### src/rtl/reg_master_pkg.sv
// Shared types for reg_access_master: FSM state encoding and the queued
// command record. Widths here are the default build widths of the master.
package reg_master_pkg;

  localparam int REG_WIDTH_DEF  = 32;
  localparam int ADDR_WIDTH_DEF = 4;

  typedef enum logic [1:0] {
    IDLE  = 2'd0,
    ISSUE = 2'd1,
    WAIT  = 2'd2,
    RESP  = 2'd3
  } state_t;

  typedef struct packed {
    logic                      wr;
    logic [ADDR_WIDTH_DEF-1:0] addr;
    logic [REG_WIDTH_DEF-1:0]  wdata;
  } reg_cmd_t;

endpackage

### src/rtl/reg_cmd_fifo.sv
// Synchronous command FIFO. The head entry is read straight from the
// storage flops; a pop consumes it and exposes the next entry.
module reg_cmd_fifo #(
  parameter int WIDTH = 37,
  parameter int DEPTH = 4
) (
  input  logic             clk,
  input  logic             rst,
  input  logic             push,
  input  logic [WIDTH-1:0] push_data,
  input  logic             pop,
  output logic [WIDTH-1:0] head,
  output logic             full,
  output logic             empty
);

  localparam int PTR_W = $clog2(DEPTH);

  logic [WIDTH-1:0] mem [DEPTH];
  logic [PTR_W-1:0] wr_ptr;
  logic [PTR_W-1:0] rd_ptr;
  logic [PTR_W:0]   count;
  logic             do_push;
  logic             do_pop;

  assign full    = (count == (PTR_W+1)'(DEPTH));
  assign empty   = (count == '0);
  assign do_push = push && !full;
  assign do_pop  = pop && !empty;
  assign head    = mem[rd_ptr];

  // Storage write; contents need no reset since count gates visibility.
  always_ff @(posedge clk) begin
    if (do_push) mem[wr_ptr] <= push_data;
  end

  // Pointer and occupancy tracking; simultaneous push/pop leaves count alone.
  always_ff @(posedge clk) begin
    if (rst) begin
      wr_ptr <= '0;
      rd_ptr <= '0;
      count  <= '0;
    end else begin
      if (do_push) wr_ptr <= wr_ptr + 1'b1;
      if (do_pop)  rd_ptr <= rd_ptr + 1'b1;
      case ({do_push, do_pop})
        2'b10:   count <= count + 1'b1;
        2'b01:   count <= count - 1'b1;
        default: count <= count;
      endcase
    end
  end

endmodule

### src/rtl/reg_access_master.sv
// Register access initiator: queues host commands, issues one-hot select
// strobes to the register array, captures read data, returns responses.
// Optional macro REG_MASTER_ADDR_CHK_EN flags out-of-range addresses with
// rsp_err and skips the read wait for them.
//
//   state | meaning
//   IDLE  | waiting for a queued command; pops FIFO head when present
//   ISSUE | single-cycle select pulse to the addressed register
//   WAIT  | read latency countdown; captures read slice on terminal count
//   RESP  | response presented, held until rsp_ready
module reg_access_master
  import reg_master_pkg::*;
#(
  parameter int REG_WIDTH  = REG_WIDTH_DEF,
  parameter int REG_NUM    = 8,
  parameter int ADDR_WIDTH = ADDR_WIDTH_DEF,
  parameter int FIFO_DEPTH = 4,
  parameter int RD_LATENCY = 1
) (
  input  logic                         clk,
  input  logic                         rst,
  input  logic                         cmd_valid,
  output logic                         cmd_ready,
  input  logic                         cmd_wr,
  input  logic [ADDR_WIDTH-1:0]        cmd_addr,
  input  logic [REG_WIDTH-1:0]         cmd_wdata,
  output logic                         rsp_valid,
  input  logic                         rsp_ready,
  output logic                         rsp_wr,
  output logic [REG_WIDTH-1:0]         rsp_rdata,
  output logic                         rsp_err,
  output logic [REG_NUM-1:0]           reg_wr_sel,
  output logic                         reg_wr_rd,
  output logic [REG_WIDTH-1:0]         reg_wr_data,
  input  logic [REG_NUM*REG_WIDTH-1:0] reg_rd_bus,
  output logic                         busy
);

  localparam logic [2:0]          LAT_LOAD  = 3'(RD_LATENCY - 1);
  localparam logic [ADDR_WIDTH:0] REG_NUM_W = (ADDR_WIDTH+1)'(REG_NUM);

  state_t               state_q;
  state_t               state_d;
  reg_cmd_t             cmd_in;
  reg_cmd_t             head;
  reg_cmd_t             cmd_q;
  logic                 fifo_full;
  logic                 fifo_empty;
  logic                 push;
  logic                 pop;
  logic                 issue;
  logic                 addr_ok;
  logic [2:0]           lat_cnt_q;
  logic [REG_WIDTH-1:0] rdata_q;
  logic [REG_WIDTH-1:0] rd_slice;

  assign cmd_ready = !fifo_full && !rst;
  assign push      = cmd_valid && cmd_ready;
  assign pop       = (state_q == IDLE) && !fifo_empty;
  assign issue     = (state_q == ISSUE);
  assign addr_ok   = ({1'b0, cmd_q.addr} < REG_NUM_W);

  assign cmd_in.wr    = cmd_wr;
  assign cmd_in.addr  = cmd_addr;
  assign cmd_in.wdata = cmd_wdata;

  reg_cmd_fifo #(
    .WIDTH (1 + ADDR_WIDTH + REG_WIDTH),
    .DEPTH (FIFO_DEPTH)
  ) u_fifo (
    .clk       (clk),
    .rst       (rst),
    .push      (push),
    .push_data (cmd_in),
    .pop       (pop),
    .head      (head),
    .full      (fifo_full),
    .empty     (fifo_empty)
  );

  // State, command register, latency down-counter and read capture.
  always_ff @(posedge clk) begin
    if (rst) begin
      state_q   <= IDLE;
      cmd_q     <= '0;
      lat_cnt_q <= '0;
      rdata_q   <= '0;
    end else begin
      state_q <= state_d;
      if (pop) cmd_q <= head;
      if (issue) begin
        lat_cnt_q <= LAT_LOAD;
        rdata_q   <= '0;
      end else if (state_q == WAIT) begin
        if (lat_cnt_q == '0) rdata_q <= rd_slice;
        else                 lat_cnt_q <= lat_cnt_q - 1'b1;
      end
    end
  end

  // Next-state logic.
  always_comb begin
    state_d = state_q;
    case (state_q)
      IDLE:  if (!fifo_empty) state_d = ISSUE;
`ifdef REG_MASTER_ADDR_CHK_EN
      ISSUE: state_d = (cmd_q.wr || !addr_ok) ? RESP : WAIT;
`else
      ISSUE: state_d = cmd_q.wr ? RESP : WAIT;
`endif
      WAIT:  if (lat_cnt_q == '0) state_d = RESP;
      RESP:  if (rsp_ready) state_d = IDLE;
      default: state_d = IDLE;
    endcase
  end

  // One-hot select decode; an out-of-range address selects nothing.
  always_comb begin
    reg_wr_sel = '0;
    for (int i = 0; i < REG_NUM; i++) begin
      if (issue && addr_ok && (cmd_q.addr == ADDR_WIDTH'(i))) reg_wr_sel[i] = 1'b1;
    end
  end

  // Read slice mux; out-of-range addresses read as zero.
  always_comb begin
    rd_slice = '0;
    for (int i = 0; i < REG_NUM; i++) begin
      if (cmd_q.addr == ADDR_WIDTH'(i)) rd_slice = reg_rd_bus[i*REG_WIDTH +: REG_WIDTH];
    end
  end

  assign reg_wr_rd   = issue && cmd_q.wr;
  assign reg_wr_data = (issue && cmd_q.wr) ? cmd_q.wdata : '0;

  assign rsp_valid = (state_q == RESP);
  assign rsp_wr    = rsp_valid && cmd_q.wr;
  assign rsp_rdata = rsp_valid ? rdata_q : '0;
`ifdef REG_MASTER_ADDR_CHK_EN
  assign rsp_err   = rsp_valid && !addr_ok;
`else
  assign rsp_err   = 1'b0;
`endif

  assign busy = (state_q != IDLE) || !fifo_empty;

endmodule

### config.mk
export PLATFORM = sky130hd
export DESIGN_NAME = reg_access_master
export DESIGN_NICKNAME = d
export VERILOG_FILES = /design/src/rtl/reg_master_pkg.sv /design/src/rtl/reg_cmd_fifo.sv /design/src/rtl/reg_access_master.sv
export SDC_FILE = /design/constraint.sdc
export NUM_CORES = 1
export LEC_CHECK = 0
export ABC_AREA = 1
export CORE_UTILIZATION = 25
export DETAILED_ROUTE_END_ITERATION = 16
export PLACE_DENSITY = 0.51
export REMOVE_ABC_BUFFERS = 1
export SYNTH_ARGS = -nofsm -noshare
export SYNTH_HDL_FRONTEND = slang
export SYNTH_HIERARCHICAL = 1
export SYNTH_SLANG_ARGS = --single-unit
### constraint.sdc
create_clock -name clk -period 4.9 [get_ports clk]
set_input_delay 0.49 -clock clk [delete_from_list [all_inputs] [get_ports clk]]
set_output_delay 0.49 -clock clk [all_outputs]
set_load 0.05 [all_outputs]
# Word-level counts from Yosys, hierarchy flattened
# Memories as Yosys holds them, arrays and structs flattened. A register that Yosys moved wholly into a read port is not among the register bits.
# Cells that the tools add are included.
# classes
eq_ne	16
muxes	26
n_reduce_logical	30
n_addsub	5
n_bitwise	1
magnitude_cmp	1
# op_table
operator	count
$mux 32	10
$eq 4x3->1 const B	4
$logic_and 1x1->1	16
$mux 1	11
$eq 4x2->1 const B	2
$pmux 2 s4	1
$eq 2x2->1 const B	3
$logic_not 3->1	2
$mux 2	3
$pmux 3 s2	1
$sub 3x1->3 const B	2
$add 2x1->2 const B	2
$eq 2x1->1 const B	2
$eq 4x1->1 const B	1
$logic_not 4->1	1
$lt 4x4->1 const B	1
$ne 2x1->1 const B	2
$reduce_and 2->1	2
$reduce_bool 2->1	2
$add 3x1->3 const B	1
$eq 3x3->1 const B	1
$logic_not 1->1	3
$reduce_and 3->1	1
$logic_not 2->1	1
4 further kinds	4
# totals
mem_bits_rw	148
reg_bits	44
memories	1
out_inout_bits	78
input_bits	297
elab_cells	86
# mem_list
name	words	width	rd	rd_ports_with_merged_regs	write_ports	line_no	text
u_fifo.mem	4	37	1	1	1	reg_cmd_fifo.sv:19	logic [WIDTH-1:0] mem [DEPTH];

# Depth between registers and ports, before layout
# depth
depth_word	9
depth_mapped	15
depth_no_buf	15

# Hierarchy
# Netlist, hierarchy kept.
# modules_own_cells
mod	seq_area_each_um2	area_each_um2	instances	cells_per_inst
reg_cmd_fifo	4624.4	5972.0	1	428
reg_access_master	1481.4	5400.2	1	931

# Worst setup path after synthesis
# Ideal clock, no wire load.
# synth_timing
kind	input-to-reg
start	input rst
end	memory u_fifo.mem[0][0] (enable)
cell_stages	5
slack_ns	1.504
t_arrival_ns	2.964
required_ns	4.469
setup_time_ns	0.431
cell_sequence	clkbuf_1 > buf_1 > nor3b_1 > nand2_1 > nor2_1
# synth_between
elab_chain_cells	6
# synth_lines
element	line_no	text
start: declaration	reg_access_master.sv:21	input logic rst,
$logic_not 1->1	reg_access_master.sv:57	assign cmd_ready = !fifo_full && !rst;
$logic_and 1x1->1	reg_access_master.sv:57	
$logic_and 1x1->1	reg_access_master.sv:58	assign push = cmd_valid && cmd_ready;
via push	reg_access_master.sv:49	logic push;
$logic_and 1x1->1	reg_cmd_fifo.sv:28	assign do_push = push && !full;
$mux 1	reg_cmd_fifo.sv:34	if (do_push) mem[wr_ptr] <= push_data;
$mux 1 (implied by the code)	reg_cmd_fifo.sv:34	
end: declaration	reg_cmd_fifo.sv:19	
# The timed path passes the listed nets, and every way through them passes these cells.

# Worst setup path after layout
# layout_timing
start	register, netlist name cmd_q[33]
end	output reg_wr_sel[7]
# layout_between
elab_chain_cells	4
word_cells_on_any_way	5
cone_classes	1 x order compare; 1 x eq/ne; 1 x mux; 2 x reduce/logical
# layout_lines
element	line_no	text
$lt 4x4->1	reg_access_master.sv:61	assign addr_ok = ({1'b0, cmd_q.addr} < REG_NUM_W);
$logic_and 1x1->1	reg_access_master.sv:121	if (issue && addr_ok && (cmd_q.addr == ADDR_WIDTH'(i))) reg_wr_sel[i] = 1'b1;
$logic_and 1x1->1 (*)	reg_access_master.sv:121	
$mux 1 (*)	reg_access_master.sv:121	
end: declaration	reg_access_master.sv:32	output logic [REG_NUM-1:0] reg_wr_sel,
# Mark *: on every way between the ends. The rest lies on a longest branch, timed or not.

==> impl_metrics.json <==
{
  "antenna_found_initial": 9,
  "clockBufferDepth": 3,
  "outcome": "complete, no violations",
  "crit_slowest_cell": "clkdlybuf4s50_1",
  "drive_gt1_frac": 0.0536,
  "cts_hold_buf": 0,
  "cts_sinks": 231,
  "dp_cells": 2259,
  "antenna_left": 0,
  "gp_routability_congestion": 0.945,
  "yosys.area.top_type": "edfxtp_1",
  "grt_usage": 0.192,
  "core-area_um2": 44500,
  "grt_pass1_vias": 10400,
  "worstPathCellList": "nand2_1, nor2_4, buf_4, inv_2, nor2_1, clkdlybuf4s50_1",
  "min_path_type": "primary input to flip-flop",
  "synth_cells": 1359,
  "p_per_area_nw_per_um2": 453,
  "num_vias": 10700,
  "worstSetupPathType": "flip-flop to primary output",
  "synth_seq_cells": 231,
  "grt_pass1_wl_um": 67400,
  "worstSetupStartpointType": "flip-flop",
  "ys_top_cells_by_area": "edfxtp_1 39%, dfxtp_1 15%, nor2_1 8.0%",
  "synthArstFlopShare": 0,
  "vdd_drop_max_mv": 0.331,
  "stdcell_count": 2315,
  "hpwl_um": 32900,
  "max_freq_mhz": 262,
  "grt_max_degree": 76,
  "h-tree-depth": 1,
  "max_slew_margin": 0.327,
  "die-width_um": 215,
  "cts_post_setup_buffers_inserted": 0,
  "ys.warnings.count": 6,
  "clock_skew_ns": 0.0116,
  "power.leakage_nw": 6.44,
  "slowest_delay_ns": 0.84,
  "finalSetupViolations": 0,
  "drv_slew": 0,
  "arrival_ns": 3.32,
  "crit_path_max_fanout": 33,
  "ys_types": 30,
  "routed_wl_um": 45900,
  "nNetsFinal": 2006,
  "final_cell_mix": "372 x clkdlybuf4s50_1, 238 x nor2_1, 221 x nand2_1, 151 x inv_1, 148 x edfxtp_1",
  "clk_pin_slew_ns": 0.06,
  "drcViolationCount": 0,
  "final_common_cell": "clkdlybuf4s50_1",
  "synth_area_um2": 11400,
  "synth-edff-count": 148,
  "io_pins": 375,
  "reg2reg_slack_ns": 2.13,
  "cts_resized": 0,
  "hold_viol": 0,
  "fp.dieH_um": 215,
  "avgSynthCellArea_um2": 8.37,
  "yosysTopAreaCellShare": 0.391,
  "die_area_um2": 46300,
  "p_total_w": 0.00748,
  "overflow": 0,
  "max_cap_violations": 0,
  "dr.pass1.iters": 5,
  "fin_crit_sh": 0.778,
  "start_util": 0.255,
  "end_kind": "primary output",
  "syn2layout_area_growth_pct": 45.2,
  "drtIter0Drc": 574,
  "tns_ns": 0,
  "worst_pin_slew_ns": 1.01,
  "critPathRequiredTime_ns": 4.41,
  "std_cell_rows": 77,
  "cts_root_buf": "clkbuf_16",
  "avgViaCountPerCell": 4.62,
  "synth-seq-area-share": 0.537,
  "ys.flop_type": "edfxtp_1",
  "layout_min_cycle_time_ns": 3.81,
  "min_path_cells": 2,
  "cts_buffers": 27,
  "avgRoutedWirePerCell_um": 19.8,
  "rsz0062_at_grt": "no",
  "clock_latency_ns": 0.56,
  "cts_tree": "yes",
  "io_buffers": 373,
  "reg2regPathDepth": 7
}
## final timing paths
path,start,endpoint
max reg2reg,u_fifo/count[1],u_fifo/mem[3][14]
min,rst,cmd_q[36]
max,cmd_q[33],reg_wr_sel[7]
min reg2reg,lat_cnt_q[0],lat_cnt_q[0]
## cell type report
class / count / area (um^2)
antenna: 6 / 15.0
tap: 592 / 741
inverter: 159 / 597
sequential: 231 / 6110
fill: 4657 / 28000
clock buffer: 38 / 777
timing repair buffer: 395 / 3890
multi-input combinational: 882 / 4250
clock inverter: 12 / 131
## flip-flops by register name (all words and copies together) (netlist names), named ones only
register / cells
lat_cnt_q: 3
u_fifo/count: 3
u_fifo/rd_ptr: 2
cmd_q: 37
u_fifo/wr_ptr: 2
rdata_q: 32
u_fifo/mem: 148
state_q: 2
## power by group
| group | internal (W) | switching (W) |
|---|---|---|
| sequential | 0.00236 | 0.000155 |
| clock | 0.00121 | 0.000835 |
| combinational | 0.000955 | 0.00197 |
| total | 0.00452 | 0.00296 |
## worst max-delay path: cells and delay by family (launching register included)
| family | cells | cell delay, ns |
|---|---|---|
| flops | 1 | 0.67 |
| buf+inv | 3 | 1.55 |
| simple gates | 3 | 0.51 |
## synth_stat cells, types with 4 or more instances
library cell	number
nand4_1	32
nand2_1	221
ha_1	12
o22ai_1	37
a21oi_1	36
o21ai_1	47
dfxtp_1	83
a211oi_1	36
edfxtp_1	148
buf_2	32
inv_1	151
buf_6	9
buf_4	6
nor2_1	242
inv_2	8
o21ai_0	66
nand3_1	134
nor2_4	5
clkbuf_1	36
nor3_4	4
## logic make-up (layout without fill, tap and decap cells)
group,count (synthesis),after routing,synth area share
adders and majority gates,13,13,0.0150
AOI/OAI and AO/OA,222,222,0.110
other,1,7,0.000330
buffers and inverters,246,604,0.0927
DFF,231,231,0.537
and+or+nand+nor,646,646,0.245
## through the flow
step	setup slack, ns	area (um^2)	util	hold WS (ns)
6_report	1.09	16500	0.371	0.351
4_1_cts	1.02	16500	0.371	0.320
3_5_place_dp	1.65	15600	0.350	0.442
3_3_place_gp	1.64	15600	0.350	0.437
5_1_grt	0.907	16500	0.371	0.344
2_1_floorplan	1.38	10900	-	0.422
## routing by layer
layer,part of all wire,global-route usage,vias to the layer above
met5,0.00046,0,-
met4,0.021,0.0487,4
met3,0.062,0.0379,55
met2,0.50,0.344,353
met1,0.42,0.232,5073
li1,-,-,5220
Power figures use the tool's default switching activity.
